File: src/rtl/uart_tx_fifo.sv
// UART transmitter with a transmit FIFO in front of it.
// Bytes are queued on valid && ready and sent as 8N1 frames, LSB first.
// A frame that ends with more bytes queued runs straight into the next start bit.
module uart_tx_fifo #(
  parameter int unsigned CLK_FREQ   = 50_000_000,
  parameter int unsigned BAUD_RATE  = 115200,
  parameter int unsigned FIFO_DEPTH = 16
) (
  input  logic                          clk,
  input  logic                          rst,
  input  logic [7:0]                    data_in,
  input  logic                          valid,
  output logic                          ready,
  output logic                          tx,
  output logic                          busy,
  output logic [$clog2(FIFO_DEPTH):0]   fifo_count
);

  localparam int unsigned ClksPerBit = CLK_FREQ / BAUD_RATE;
  localparam int unsigned CntW       = (ClksPerBit > 1) ? $clog2(ClksPerBit) : 1;
  localparam int unsigned PtrW       = $clog2(FIFO_DEPTH);
  localparam logic [CntW-1:0] ClkLast = CntW'(ClksPerBit - 1);
  localparam logic [PtrW:0]   Full    = (PtrW + 1)'(FIFO_DEPTH);

  typedef enum logic [1:0] {StIdle, StStart, StData, StStop} state_e;

  logic [7:0]      mem_q [FIFO_DEPTH];
  logic [PtrW-1:0] wr_ptr_q, rd_ptr_q;
  logic [PtrW:0]   count_q, count_d;
  logic            push, pop;

  state_e          state_q, state_d;
  logic [CntW-1:0] clk_cnt_q, clk_cnt_d;
  logic [2:0]      bit_cnt_q, bit_cnt_d;
  logic [7:0]      shift_q, shift_d;
  logic            tx_q, tx_d;

  // Ready comes only from the registered count, so it never depends on valid.
  assign ready      = (count_q != Full);
  assign push       = valid && ready;
  assign fifo_count = count_q;
  assign tx         = tx_q;

  // FIFO storage; contents need no reset since count gates every read.
  always_ff @(posedge clk) begin
    if (push) begin
      mem_q[wr_ptr_q] <= data_in;
    end
  end

  // FIFO occupancy: push and pop on the same edge cancel.
  always_comb begin
    count_d = count_q;
    case ({push, pop})
      2'b10:   count_d = count_q + (PtrW + 1)'(1);
      2'b01:   count_d = count_q - (PtrW + 1)'(1);
      default: count_d = count_q;
    endcase
  end

  // FIFO pointers and count; power-of-two depth makes pointer wrap implicit.
  always_ff @(posedge clk or posedge rst) begin
    if (rst) begin
      wr_ptr_q <= '0;
      rd_ptr_q <= '0;
      count_q  <= '0;
    end else begin
      if (push) wr_ptr_q <= wr_ptr_q + PtrW'(1);
      if (pop)  rd_ptr_q <= rd_ptr_q + PtrW'(1);
      count_q <= count_d;
    end
  end

  // FSM and datapath state register.
  always_ff @(posedge clk or posedge rst) begin
    if (rst) begin
      state_q   <= StIdle;
      clk_cnt_q <= '0;
      bit_cnt_q <= '0;
      shift_q   <= '0;
      tx_q      <= 1'b1;
    end else begin
      state_q   <= state_d;
      clk_cnt_q <= clk_cnt_d;
      bit_cnt_q <= bit_cnt_d;
      shift_q   <= shift_d;
      tx_q      <= tx_d;
    end
  end

  // Next-state logic; tx is computed one clock ahead so the line is registered.
  always_comb begin
    state_d   = state_q;
    clk_cnt_d = clk_cnt_q;
    bit_cnt_d = bit_cnt_q;
    shift_d   = shift_q;
    tx_d      = tx_q;
    unique case (state_q)
      StIdle: begin
        tx_d = 1'b1;
        if (pop) begin
          shift_d   = mem_q[rd_ptr_q];
          tx_d      = 1'b0;
          clk_cnt_d = '0;
          state_d   = StStart;
        end
      end
      StStart: begin
        if (clk_cnt_q == ClkLast) begin
          clk_cnt_d = '0;
          bit_cnt_d = '0;
          tx_d      = shift_q[0];
          state_d   = StData;
        end else begin
          clk_cnt_d = clk_cnt_q + CntW'(1);
        end
      end
      StData: begin
        if (clk_cnt_q == ClkLast) begin
          clk_cnt_d = '0;
          if (bit_cnt_q == 3'd7) begin
            tx_d    = 1'b1;
            state_d = StStop;
          end else begin
            bit_cnt_d = bit_cnt_q + 3'd1;
            shift_d   = {1'b0, shift_q[7:1]};
            tx_d      = shift_q[1];
          end
        end else begin
          clk_cnt_d = clk_cnt_q + CntW'(1);
        end
      end
      StStop: begin
        tx_d = 1'b1;
        if (clk_cnt_q == ClkLast) begin
          clk_cnt_d = '0;
          if (pop) begin
            shift_d = mem_q[rd_ptr_q];
            tx_d    = 1'b0;
            state_d = StStart;
          end else begin
            state_d = StIdle;
          end
        end else begin
          clk_cnt_d = clk_cnt_q + CntW'(1);
        end
      end
      default: state_d = StIdle;
    endcase
  end

  // Outputs: busy outside IDLE; pop when idle or at the last stop-bit clock with data queued.
  always_comb begin
    busy = (state_q != StIdle);
    pop  = (count_q != '0) &&
           ((state_q == StIdle) || ((state_q == StStop) && (clk_cnt_q == ClkLast)));
  end

endmodule
File: config.mk
export PLATFORM = sky130hd
export DESIGN_NAME = uart_tx_fifo
export DESIGN_NICKNAME = d
export VERILOG_FILES = /design/src/rtl/uart_tx_fifo.sv
export SDC_FILE = /design/constraint.sdc
export NUM_CORES = 1
export LEC_CHECK = 0
export ABC_CLOCK_PERIOD_IN_PS = 2700
export CAP_MARGIN = 40
export CORE_AREA = 4 4 120 122
export CTS_CLUSTER_SIZE = 25
export DETAILED_ROUTE_END_ITERATION = 16
export DIE_AREA = 0 0 124 126
export PLACE_DENSITY_LB_ADDON = 0.2
export SKIP_LAST_GASP = 1
export SYNTH_ARGS = -nofsm -noshare
export SYNTH_HDL_FRONTEND = slang
export SYNTH_SLANG_ARGS = --single-unit
File: constraint.sdc
create_clock -name clk -period 2.7 [get_ports clk]
set_clock_uncertainty 0.05 [all_clocks]
set_input_delay 0.405 -clock clk [delete_from_list [all_inputs] [get_ports clk]]
set_output_delay 0.405 -clock clk [all_outputs]
set_load 0.005 [all_outputs]
# ---- Yosys cells after proc, flatten, opt, wreduce, memory -nomap -nowiden
# Memories as Yosys holds them, arrays and structs flattened.
# Cells that the tools add are included.
dict set report classes {
  addsub 6
  n_eq_ne 14
  muxes 28
  n_reduce_logical 15
}
# op n
set ops {}
lappend ops {{$mux 8} 4}
lappend ops {{$pmux 8 s3} 1}
lappend ops {{$mux 9} 2}
lappend ops {{$pmux 9 s2} 1}
lappend ops {{$ne 2x2->1 const B} 6}
lappend ops {{$mux 2} 5}
lappend ops {{$pmux 5 s2} 1}
lappend ops {{$add 9x1->9 const B} 1}
lappend ops {{$eq 9x9->1 const B} 1}
lappend ops {{$mux 3} 3}
lappend ops {{$add 4x1->4 const B} 2}
lappend ops {{$mux 1} 8}
lappend ops {{$pmux 2 s4} 1}
lappend ops {{$reduce_and 4->1} 2}
lappend ops {{$eq 2x2->1 const B} 3}
lappend ops {{$pmux 3 s2} 1}
lappend ops {{$reduce_bool 2->1} 3}
lappend ops {{$add 5x1->5 const B} 1}
lappend ops {{$ne 5x5->1 const B} 1}
lappend ops {{$reduce_and 5->1} 1}
lappend ops {{$reduce_bool 5->1} 1}
lappend ops {{$sub 5x1->5 const B} 1}
lappend ops {{$eq 2x1->1 const B} 2}
lappend ops {{$pmux 1 s4} 1}
lappend ops {{other kinds (8)} 10}
dict set report totals {
  reg_bits 36
  ram_bits 128
  out_inout_bits 8
  mem_count 1
}
# name words word_bits rd rd_ports_with_merged_regs wr line
set mem_list {}
lappend mem_list {mem_q 16 8 1 0 1 27} ;# logic [7:0] mem_q [FIFO_DEPTH];

# ---- Logic depth before layout (Yosys ltp)
# Gate-level depths: netlist (run 1).
dict set report logic_depth {
  word_depth 7
  mapped_depth 15
  mapped_depth_nobuf 13
}

# ---- Worst setup path after synthesis (run 1)
# OpenSTA, ideal clock, no wires.
dict set report synth_timing {
  kind {register to register}
  from {register clk_cnt_q[1]}
  to {register count_q[3] (netlist: fifo_count[3])}
  setup_time_ps 83
  t_arrival_ps 2721
  required_time_ps 2567
  path_slack_ps -154
  path_stages_with_launch 14
  period_less_slack_ps 2854
  cell_sequence {dfrtp_1 > inv_1 > ha_1 > and4b_1 > clkbuf_1 > a31oi_1 > nor2_2 > ha_1 > clkbuf_1 > or3b_2 > a21boi_0 > a311oi_1 > xor2_1 > o21ai_0}
}
dict set report synth_via {
  elab_chain_cells 6
  word_cells_on_any_way 8
  cone_classes {eq/ne (3); mux (1); reduce/logical (4)}
}
# item line
set synth_rtl {}
lappend synth_rtl {{start, declared} 33} ;# logic [CntW-1:0] clk_cnt_q, clk_cnt_d;
lappend synth_rtl {{start signal, assigned} 84} ;# clk_cnt_q <= clk_cnt_d;
lappend synth_rtl {{$eq 9x9->1 *} 156} ;# ((state_q == StIdle) || ((state_q == StStop) && (clk_cnt_q == ClkLast)));
lappend synth_rtl {{$logic_and 1x1->1 *} 156}
lappend synth_rtl {{$logic_or 1x1->1 *} 156}
lappend synth_rtl {{$logic_and 1x1->1 *} 155} ;# pop = (count_q != '0) &&
lappend synth_rtl {{named net pop} 30} ;# logic push, pop;
lappend synth_rtl {{$eq 2x1->1 or $eq 2x2->1 (tied branches)} 54} ;# case ({push, pop})
lappend synth_rtl {{$pmux 5 s2 or $reduce_bool 2->1 (tied branches)} n/a}
lappend synth_rtl {{end signal, assigned} 70} ;# count_q <= count_d;
lappend synth_rtl {{end, declared} 29} ;# logic [PtrW:0] count_q, count_d;
# The timed path passes the listed nets; every way through them passes the cells marked *.
# A chain may end at the register's enable or synchronous reset.

# ---- Worst setup path in the final report (run 1)
dict set report layout_timing {
  from {register count_q[3] (netlist: fifo_count[3])}
  to {register count_q[2] (netlist: fifo_count[2])}
}
dict set report layout_via {
  elab_chain_cells 4
  word_cells_on_any_way 8
  cone_classes {eq/ne (3); mux (1); reduce/logical (4)}
}
# item line
set layout_rtl {}
lappend layout_rtl {{$reduce_bool 5->1 *} 155}
lappend layout_rtl {{$logic_and 1x1->1 *} 155}
lappend layout_rtl {{named net pop} 30}
lappend layout_rtl {{$eq 2x1->1 or $eq 2x2->1 (tied branches)} 54}
lappend layout_rtl {{$pmux 5 s2 or $reduce_bool 2->1 (tied branches)} n/a}
# Marks and branches as above.

==> flow_summary.ini, run 1 <==
[final_layout]
nNetsFinal = 585
final_common_cell = edfxtp_1
final_cell_mix = 128 x edfxtp_1, 61 x mux2i_1, 41 x buf_4
n_antenna_cell = 0
syn_to_final_growth_pct = 15.8
layout-drive-gt1-share = 0.160

[placed_design]
numPortBuffers = 18
gp_congestion = 0.873
pre_cts_ws_ps = 37.9
place_hpwl_mm = 10.1

[setup_path]
cp_num_cells = 10
cp_cell_sequence = or4_4 -> nor2_8 -> nor2_2 -> ha_4 -> xor2_1 -> ha_1 -> a21oi_1 -> a21boi_0 -> nor3_2 -> xor2_1
arrival_ps = 2860
crit_top_cell = xor2_1
worstPathMaxFanout = 8
slowest_delay_ps = 600
worst-r2r-setup-slack_ps = 140
r2r_end = fifo_count[2]
r2r-start = fifo_count[3]
crit_type = register to register
cp_top_family = simple AND/OR/NAND/NOR gates
cp-start-kind = register
crit_path_top_delay_cell = or4_4
r2r_cells = 10
end_kind = register
worstPathRequired_ps = 3000
path_buf_inv = 0

[drt]
drc_errors = 0
drt_wl_total_mm = 14.8
drtPass1Iterations = 5
via_per_inst = 5.87
vias = 4374
avgRoutedWirePerCell_um = 19.9
first_iter_violations = 378
drtAntennaViolNets = 0

[global_routing]
grt_max_degree = 37
track_usage = 0.201
grt_antenna_before_repair = 0
overflow = 0
grt_pass1_vias = 4312
grt_pass1_wl_mm = 23.5

[timing]
slew_headroom = 0.434
worstMarginPinSlew_ps = 849
hold_slack_ps = 343
setup_ws_ps = 142
drv_slew = 0
post-route-period-util = 0.947
finalSetupViolations = 0
hold_violations = 0
min_period_ps = 2560
fmax_mhz = 391

[synthesis]
synth_nets = 537
avgSynthCellArea_um2 = 14.3
synth_top_family_by_area = compound AO/OA/AOI/OAI gates
ys_ff_latch = 164
yosys.area_share.simple = 0.0749
synth_xor_area_frac = 0.0169
synth_top_flop_cell = edfxtp_1
seq_area_frac_synth = 0.655
muxShareOfSynthArea = 0.0977
syn_inst = 508
synth_compound_area_frac = 0.0987
yosys.cell_types.count = 58
synth_area_um2 = 7250
synth_edf_count = 128
synthAdderAreaFrac = 0.0311
ys_warn_count = 0
synthArstFlopShare = 0.220

[clock_tree]
cts_sinks = 164
clk_latency_ps = 420
cts_tree = yes
htreeDepth = 4
cts_inserted_buffers = 17
path_clk_slew_ps = 70
cts_root_buf = clkbuf_16
clk_path_buf_depth = 2

[die]
die_area_um2 = 15600
initial_core_util = 0.550
rows = 42
die_y_um = 126
core_um2 = 13200
die-width_um = 124
ios = 19

[power]
ir_drop_mv = 0.535
p_per_area_nw_per_um2 = 1070
p_leak_nw = 3.17

[run_status]
status = completed

[hold_path]
hold_class = input pin to asynchronous set/reset pin

[run]
cap_violations = 0
-- kinds of logic (layout without fill, tap and decap cells) --
| kind of cell | Yosys count | in the layout |
|---|---|---|
| AOI/OAI and AO/OA | 102 | 102 |
| adders and majority gates | 18 | 18 |
| muxes | 67 | 67 |
| buffers and inverters | 40 | 101 |
| and+or+nand+nor | 103 | 103 |
| xor gates and xnor gates | 14 | 14 |
| DFF | 164 | 164 |
-- state kept, by name, indices dropped and copies added, names as in the netlist --
register / count
mem_q: 128
rd_ptr_q: 4
bit_cnt_q: 3
fifo_count: 5
clk_cnt_q: 9
wr_ptr_q: 4
state_q: 2
tx: 1
shift_q: 8
-- per-stage QoR --
step           cells  utilization  setup TNS (ps)  instance area, um^2  total power, mW
2_1_floorplan    508            -               0                 7270             5.73
3_3_place_gp     712        0.592               0                 7800             6.60
3_5_place_dp     712        0.592               0                 7800             6.71
4_1_cts          744        0.634               0                 8360             8.98
5_1_grt          745        0.636           -29.0                 8390             9.50
6_report         745        0.636               0                 8390             9.00
-- layout make-up --
type	instances	area [um^2]
flip-flops and latches	164	4750
multi-input cells	304	2340
fillers	958	4800
clock buffers	19	433
inverters	10	37.5
repair buffers	59	488
clock inverters	13	124
well taps	176	220
-- cell usage after synthesis, types with 3 or more instances --
master       n  area (um^2)
nand3b_1     3         22.5
and3_1       3         18.8
a311oi_1     4         35.0
mux2i_1     61          611
nand4_1      4         25.0
nor3_1      11         55.1
clkbuf_1    15         56.3
dfrtp_1     35          876
nor2b_1      5         31.3
a21o_1       7         52.6
a21oi_1      7         35.0
nand3_1      6         30.0
nand2_1     26         97.6
o21ai_0     20          100
buf_4        3         22.5
nor3b_1      3         22.5
o211ai_1     3         22.5
xnor2_1      7         61.3
a2bb2oi_1    6         52.6
buf_2        6         30.0
a22oi_1     27          203
nor2_1      28          105
ha_1        18          225
edfxtp_1   128         3840
a31oi_1     13         81.3
xor2_1       7         61.3
a211oi_1     3         22.5
inv_1       10         37.5
-- where the power goes --
group | total (mW) | internal [mW] | switching, mW
Clock | 2.27 | 1.28 | 0.989
Sequential | 3.50 | 3.15 | 0.347
Combinational | 3.22 | 1.47 | 1.75
Total | 9.00 | 5.91 | 3.09
-- worst reg2reg max path, stage by stage (launching register included) --
cell and delay [ps]:
dfrtp_1 390, or4_4 600, nor2_8 150, nor2_2 80, ha_4 190, xor2_1 150
ha_1 220, a21oi_1 190, a21boi_0 150, nor3_2 180, xor2_1 160
-- routing by layer --
| layer | share of wire | up-vias | GRT usage |
|---|---|---|---|
| met5 | 0 | - | 0 |
| met4 | 0.011 | 0 | 0.0548 |
| met3 | 0.049 | 18 | 0.0480 |
| met2 | 0.48 | 114 | 0.310 |
| met1 | 0.46 | 2203 | 0.288 |
| li1 | - | 2039 | - |
-- worst max-delay path by stage --
| stage | from | slack [ps] | endpoint |
|---|---|---|---|
| after floorplan | clk_cnt_q[1] | 0.7 | fifo_count[3] |
| after global placement | valid | 160 | fifo_count[4] |
| after detailed placement | clk_cnt_q[7] | 40 | fifo_count[3] |
| after CTS | clk_cnt_q[6] | 2 | fifo_count[3] |
| after global routing | clk_cnt_q[1] | -30 | fifo_count[2] |
| final | fifo_count[3] | 140 | fifo_count[2] |
-- what timing repair did --
item                                    CTS  global route
endpoints found under the setup margin    0             3
hold buffers                              0             0
resized for setup                         0             6
buffers inserted                          0             1
Power figures use the tool's default switching activity.
==> run 2, diff against run 1 <==
--- a/config.mk
+++ b/config.mk
@@ -5,9 +5,10 @@
 export SDC_FILE = /design/constraint.sdc
 export NUM_CORES = 1
 export LEC_CHECK = 0
-export ABC_CLOCK_PERIOD_IN_PS = 2700
+export ABC_CLOCK_PERIOD_IN_PS = 2800
 export CAP_MARGIN = 40
 export CORE_AREA = 4 4 120 122
+export CTS_BUF_LIST = sky130_fd_sc_hd__clkbuf_8
 export CTS_CLUSTER_SIZE = 25
 export DETAILED_ROUTE_END_ITERATION = 16
 export DIE_AREA = 0 0 124 126
==> constraint.sdc (replaced) <==
create_clock -name clk -period 2.8 [get_ports clk]
set_clock_uncertainty 0.05 [all_clocks]
set_input_delay 0.42 -clock clk [delete_from_list [all_inputs] [get_ports clk]]
set_output_delay 0.42 -clock clk [all_outputs]
set_load 0.005 [all_outputs]
==> run 2 against run 1 <==
Net effect:
- count of clock-buffer cells in the layout shrank 1
- worst setup slack gained 44 ps
- sequential power shrank 3%
- register-to-register slack gained 40 ps
- utilization shrank 1.6 points
- routed wire length shrank 1.1%
- critical path type unchanged
- critical endpoint is now fifo_count[3]
- largest power group unchanged
==> flow_summary.ini, run 2 (synthesis gave the netlist of run 1 again) <==
[timing]
rsz0062_at_grt = no
finalSetupViolations = 0
slew_headroom = 0.453
tns_ps = 0
fmax_mhz = 383
hold_slack_ps = 301
hold_violations = 0
post-route-period-util = 0.934
min_period_ps = 2610
worstMarginPinSlew_ps = 814
drv_slew = 0

[final_layout]
fin_util = 0.621
design_area_um2 = 8190
regMostFlops = mem_q
final_common_cell = edfxtp_1
reg_top3 = mem_q: 128 flops, clk_cnt_q: 9 flops, shift_q: 8 flops
n_antenna_cell = 0
layout-drive-gt1-share = 0.149
largest_reg_flops = 128
fillers = 985
syn_to_final_growth_pct = 12.9
nNetsFinal = 580
final_cell_mix = 128 x edfxtp_1, 61 x mux2i_1, 35 x buf_4

[die]
die_y_um = 126
die-width_um = 124
die_area_um2 = 15600
ios = 19
initial_core_util = 0.550
rows = 42
core_um2 = 13200

[power]
p_leak_nw = 3.07
intPower_mw = 5.22
p_sw_frac = 0.353
ir_drop_mv = 0.515
clkPwrFrac = 0.207
p_sw_mw = 2.86
seqPwrFrac = 0.421
p_per_area_nw_per_um2 = 987
share_comb_of_total_power = 0.371

[placed_design]
gp_congestion = 0.849
numPortBuffers = 18
place_area_um2 = 7780
place_hpwl_mm = 9.95

[setup_path]
cp_top_family = simple AND/OR/NAND/NOR gates
cp-start-kind = register
arrival_ps = 2950
worstPathRequired_ps = 3130
cp_cell_sequence = inv_1 -> ha_1 -> and4b_1 -> a31oi_2 -> nor2_2 -> ha_2 -> or3b_2 -> a21boi_0 -> a311oi_1 -> xor2_1 -> o21ai_0
crit_path_top_delay_cell = or3b_2
end_kind = register
crit_type = register to register
path_buf_inv = 1
worstPathMaxFanout = 9
slowest_delay_ps = 450
worst-r2r-setup-slack_ps = 190

[clock_tree]
cts-resized-gates = 0
cts_setup_buffers = 0
path_clk_slew_ps = 90
clk_latency_ps = 460
cts_tree = yes
cts_sinks = 164
htreeDepth = 4
cts_hold_buf = 0
clk_path_buf_depth = 2
cts_inserted_buffers = 17
cts_root_buf = clkbuf_8

[drt]
first_iter_violations = 306
via_per_inst = 5.84
drc_errors = 0
drtPass1Iterations = 5
avgRoutedWirePerCell_um = 19.8
drtAntennaViolNets = 0
drt_wl_total_mm = 14.7
vias = 4324

[hold_path]
hold_class = input pin to asynchronous set/reset pin

[run_status]
status = completed

[global_routing]
grt_pass1_wl_mm = 23.9
grt_pass1_vias = 4449
grt_antenna_before_repair = 0
grt_max_degree = 42
track_usage = 0.203
overflow = 0

[run]
cap_violations = 0
[run 2: cell count changes in the layout (fill, tap and decap cells not counted), moves of 2 or more]
cell	previous run	this run
inv_1	10	14
clkbuf_8	0	18
inv_6	4	2
clkbuf_1	2	0
buf_4	41	35
clkbuf_16	17	0
clkinv_2	3	0
clkinvlp_4	2	4
[run 2: area by class of cell]
cell class	count	area (um^2)	share of cell area
flip-flops and latches	164	4750	0.580
multi-input cells	304	2330	0.285
repair buffers	54	463	0.0565
clock buffers	18	248	0.0303
well taps	176	220	0.0269
clock inverters	14	140	0.0171
inverters	10	37.5	0.00459
[run 2: through the flow]
stage,instances,setup slack [ps],total power [mW]
after floorplan,508,76.9,5.52
after global placement,708,129,6.34
after detailed placement,708,79.2,6.43
after CTS,740,63.3,8.10
after global routing,740,20.1,8.56
final,740,186,8.08
[run 2: worst paths after layout]
path,startpoint,to,depth (start not counted)
max in group asynchronous,rst,tx,3
max reg2reg,clk_cnt_q[1],fifo_count[3],11
max,clk_cnt_q[1],fifo_count[3],11
min in group clk,tx,tx,1
min,rst,wr_ptr_q[2],3
min reg2reg,tx,tx,1
[run 2: metal layers]
metal / wire (um) / global-route usage / part of all wire
met1: 6830 / 0.286 / 0.47
met2: 6940 / 0.311 / 0.47
met3: 704 / 0.0552 / 0.048
met4: 181 / 0.0638 / 0.012
met5: 0 / 0 / 0
[run 2: worst register-to-register path: cells and delay by family, from the launching register on]
| kind | cells | cell delay (ps) |
|---|---|---|
| adder cells (fa/ha/maj) | 2 | 410 |
| buffers and inverters | 1 | 90 |
| XOR/XNOR | 1 | 160 |
| flip-flops | 1 | 410 |
| AO/OA/AOI/OAI | 4 | 550 |
| AND/OR/NAND/NOR | 3 | 870 |
[run 2: power groups by stage]
| stage | combinational (mW) | sequential [mW] | clock (mW) |
|---|---|---|---|
| floorplan | 2.27 | 3.24 | 0 |
| global placement | 2.91 | 3.43 | 0 |
| detailed placement | 2.98 | 3.45 | 0 |
| CTS | 2.99 | 3.40 | 1.71 |
| global route | 3.30 | 3.46 | 1.80 |
| finish | 3.00 | 3.40 | 1.68 |
==> run 3, diff against run 2 <==
--- a/config.mk
+++ b/config.mk
@@ -5,7 +5,7 @@
 export SDC_FILE = /design/constraint.sdc
 export NUM_CORES = 1
 export LEC_CHECK = 0
-export ABC_CLOCK_PERIOD_IN_PS = 2800
+export ABC_CLOCK_PERIOD_IN_PS = 3100
 export CAP_MARGIN = 40
 export CORE_AREA = 4 4 120 122
 export CTS_BUF_LIST = sky130_fd_sc_hd__clkbuf_8
==> constraint.sdc (replaced) <==
create_clock -name clk -period 3.1 [get_ports clk]
set_clock_uncertainty 0.05 [all_clocks]
set_input_delay 0.465 -clock clk [delete_from_list [all_inputs] [get_ports clk]]
set_output_delay 0.465 -clock clk [all_outputs]
set_load 0.005 [all_outputs]
==> run 3 against run 2 <==
Net effect:
- hold slack better by 34 ps
- fmax fell by 8.0%
- routed wire length is 5.7% lower
- sequential share of layout area increased by 0.16 points
- cell count fell by 1.1%
- worst setup slack improved by 72 ps
- first-iteration DRC count rose by 14%
- register-to-register slack improved by 70 ps
==> flow_summary.ini, run 3 (synthesis gave the netlist of run 1 again) <==
[run_status]
status = completed

[final_layout]
seqCellArea_um2 = 4750
regMostFlops = mem_q
n_antenna_cell = 0
reg_top3 = mem_q: 128 flops, clk_cnt_q: 9 flops, shift_q: 8 flops
final_common_cell = edfxtp_1
multiInputGateArea_um2 = 2310
layout-drive-gt1-share = 0.135
final_cell_mix = 128 x edfxtp_1, 61 x mux2i_1, 34 x dfrtp_1
syn_to_final_growth_pct = 12.6
largest_reg_flops = 128
fillers = 979
stdcell_count = 732
nNetsFinal = 572

[setup_path]
crit_path_top_delay_cell = or3b_2
end_kind = register
cp_cell_sequence = nor4bb_1 -> a31oi_1 -> nor2_2 -> ha_1 -> or3b_2 -> a21boi_0 -> a311oi_1 -> xor2_1 -> o21ai_0
arrival_ps = 3160
worstPathMaxFanout = 9
crit_type = register to register
cp_top_family = simple AND/OR/NAND/NOR gates
worstPathRequired_ps = 3420
cp-start-kind = register
path_buf_inv = 0
slowest_delay_ps = 480

[timing]
drv_slew = 0
tns_ps = 0
worstMarginPinSlew_ps = 834
min_period_ps = 2840
setup_ws_ps = 258
post-route-period-util = 0.917
finalSetupViolations = 0
slew_headroom = 0.444
fmax_mhz = 352
rsz0062_at_grt = no
hold_violations = 0
hold_slack_ps = 335

[clock_tree]
cts_inserted_buffers = 17
cts_sinks = 164
cts_root_buf = clkbuf_8
htreeDepth = 4
clk_latency_ps = 440
cts_hold_buf = 0
cts_tree = yes
cts_setup_buffers = 0
cts-resized-gates = 0
clk_path_buf_depth = 2
path_clk_slew_ps = 90

[die]
initial_core_util = 0.550
core_um2 = 13200
die-width_um = 124
ios = 19
rows = 42
die_area_um2 = 15600
die_y_um = 126

[run]
cap_violations = 0

[placed_design]
place_hpwl_mm = 9.62
dp_cells = 700
gp_congestion = 0.802
pre_cts_ws_ps = 320
numPortBuffers = 18

[drt]
first_iter_violations = 349
via_per_inst = 5.82
drt_wl_total_mm = 13.8
avgRoutedWirePerCell_um = 18.9
drtPass1Iterations = 5
drc_errors = 0
vias = 4257
drtAntennaViolNets = 0

[global_routing]
grt_antenna_before_repair = 0
grt_pass1_vias = 4187
grt_max_degree = 43
overflow = 0
track_usage = 0.192
grt_pass1_wl_mm = 22.4

[hold_path]
hold_class = input pin to asynchronous set/reset pin

[power]
seqPwrFrac = 0.429
share_comb_of_total_power = 0.345
ir_drop_mv = 0.604
p_sw_frac = 0.344
clkPwrFrac = 0.227
intPower_mw = 4.80
p_sw_mw = 2.51
p_leak_nw = 3.04
p_per_area_nw_per_um2 = 896
## run 3: changes by cell type in the layout (fill, tap and decap cells not counted), sizes merged
cell and delta:
inv -3, buf -8, bufinv +2, clkinv +2, clkbuf -1
## run 3: power by group through the flow
stage | Sequential, mW | Clock, mW | Combinational, mW
finish | 3.14 | 1.66 | 2.52
global route | 3.19 | 1.80 | 2.80
CTS | 3.14 | 1.70 | 2.54
detailed placement | 3.18 | 0 | 2.53
global placement | 3.16 | 0 | 2.47
floorplan | 2.93 | 0 | 2.05
## run 3: area by class of cell
class	count	share of cell area
sequential	164	0.582
multi-input combinational	304	0.284
timing repair buffer	46	0.0494
clock buffer	17	0.0287
tap	176	0.0270
clock inverter	15	0.0251
inverter	10	0.00460
## run 3: worst paths after layout
path,startpoint,end,slack [ps],cells past startpoint
setup / recovery,clk_cnt_q[3],fifo_count[3],260,9
hold / removal,rst,wr_ptr_q[1],330,2
setup reg to reg,clk_cnt_q[3],fifo_count[3],260,9
hold reg to reg,tx,tx,480,1
max in group asynchronous,rst,tx,2000,3
min in group clk,tx,tx,480,1
## run 3: metrics by stage
stage	power (mW)	area (um^2)	utilization
after floorplan	4.98	7250	-
after global placement	5.63	7720	0.585
after detailed placement	5.71	7720	0.585
after CTS	7.37	8160	0.619
after global routing	7.79	8160	0.619
final	7.31	8160	0.619
## run 3: layer usage
metal  routed length [um]  up-vias  share of wire  track usage
li1                     -     2013              -            -
met2                 6900      100           0.50        0.297
met4                  110        0         0.0080       0.0612
met3                  650        9          0.047       0.0475
met1                 6160     2135           0.45        0.270
met5                    0        -              0            0
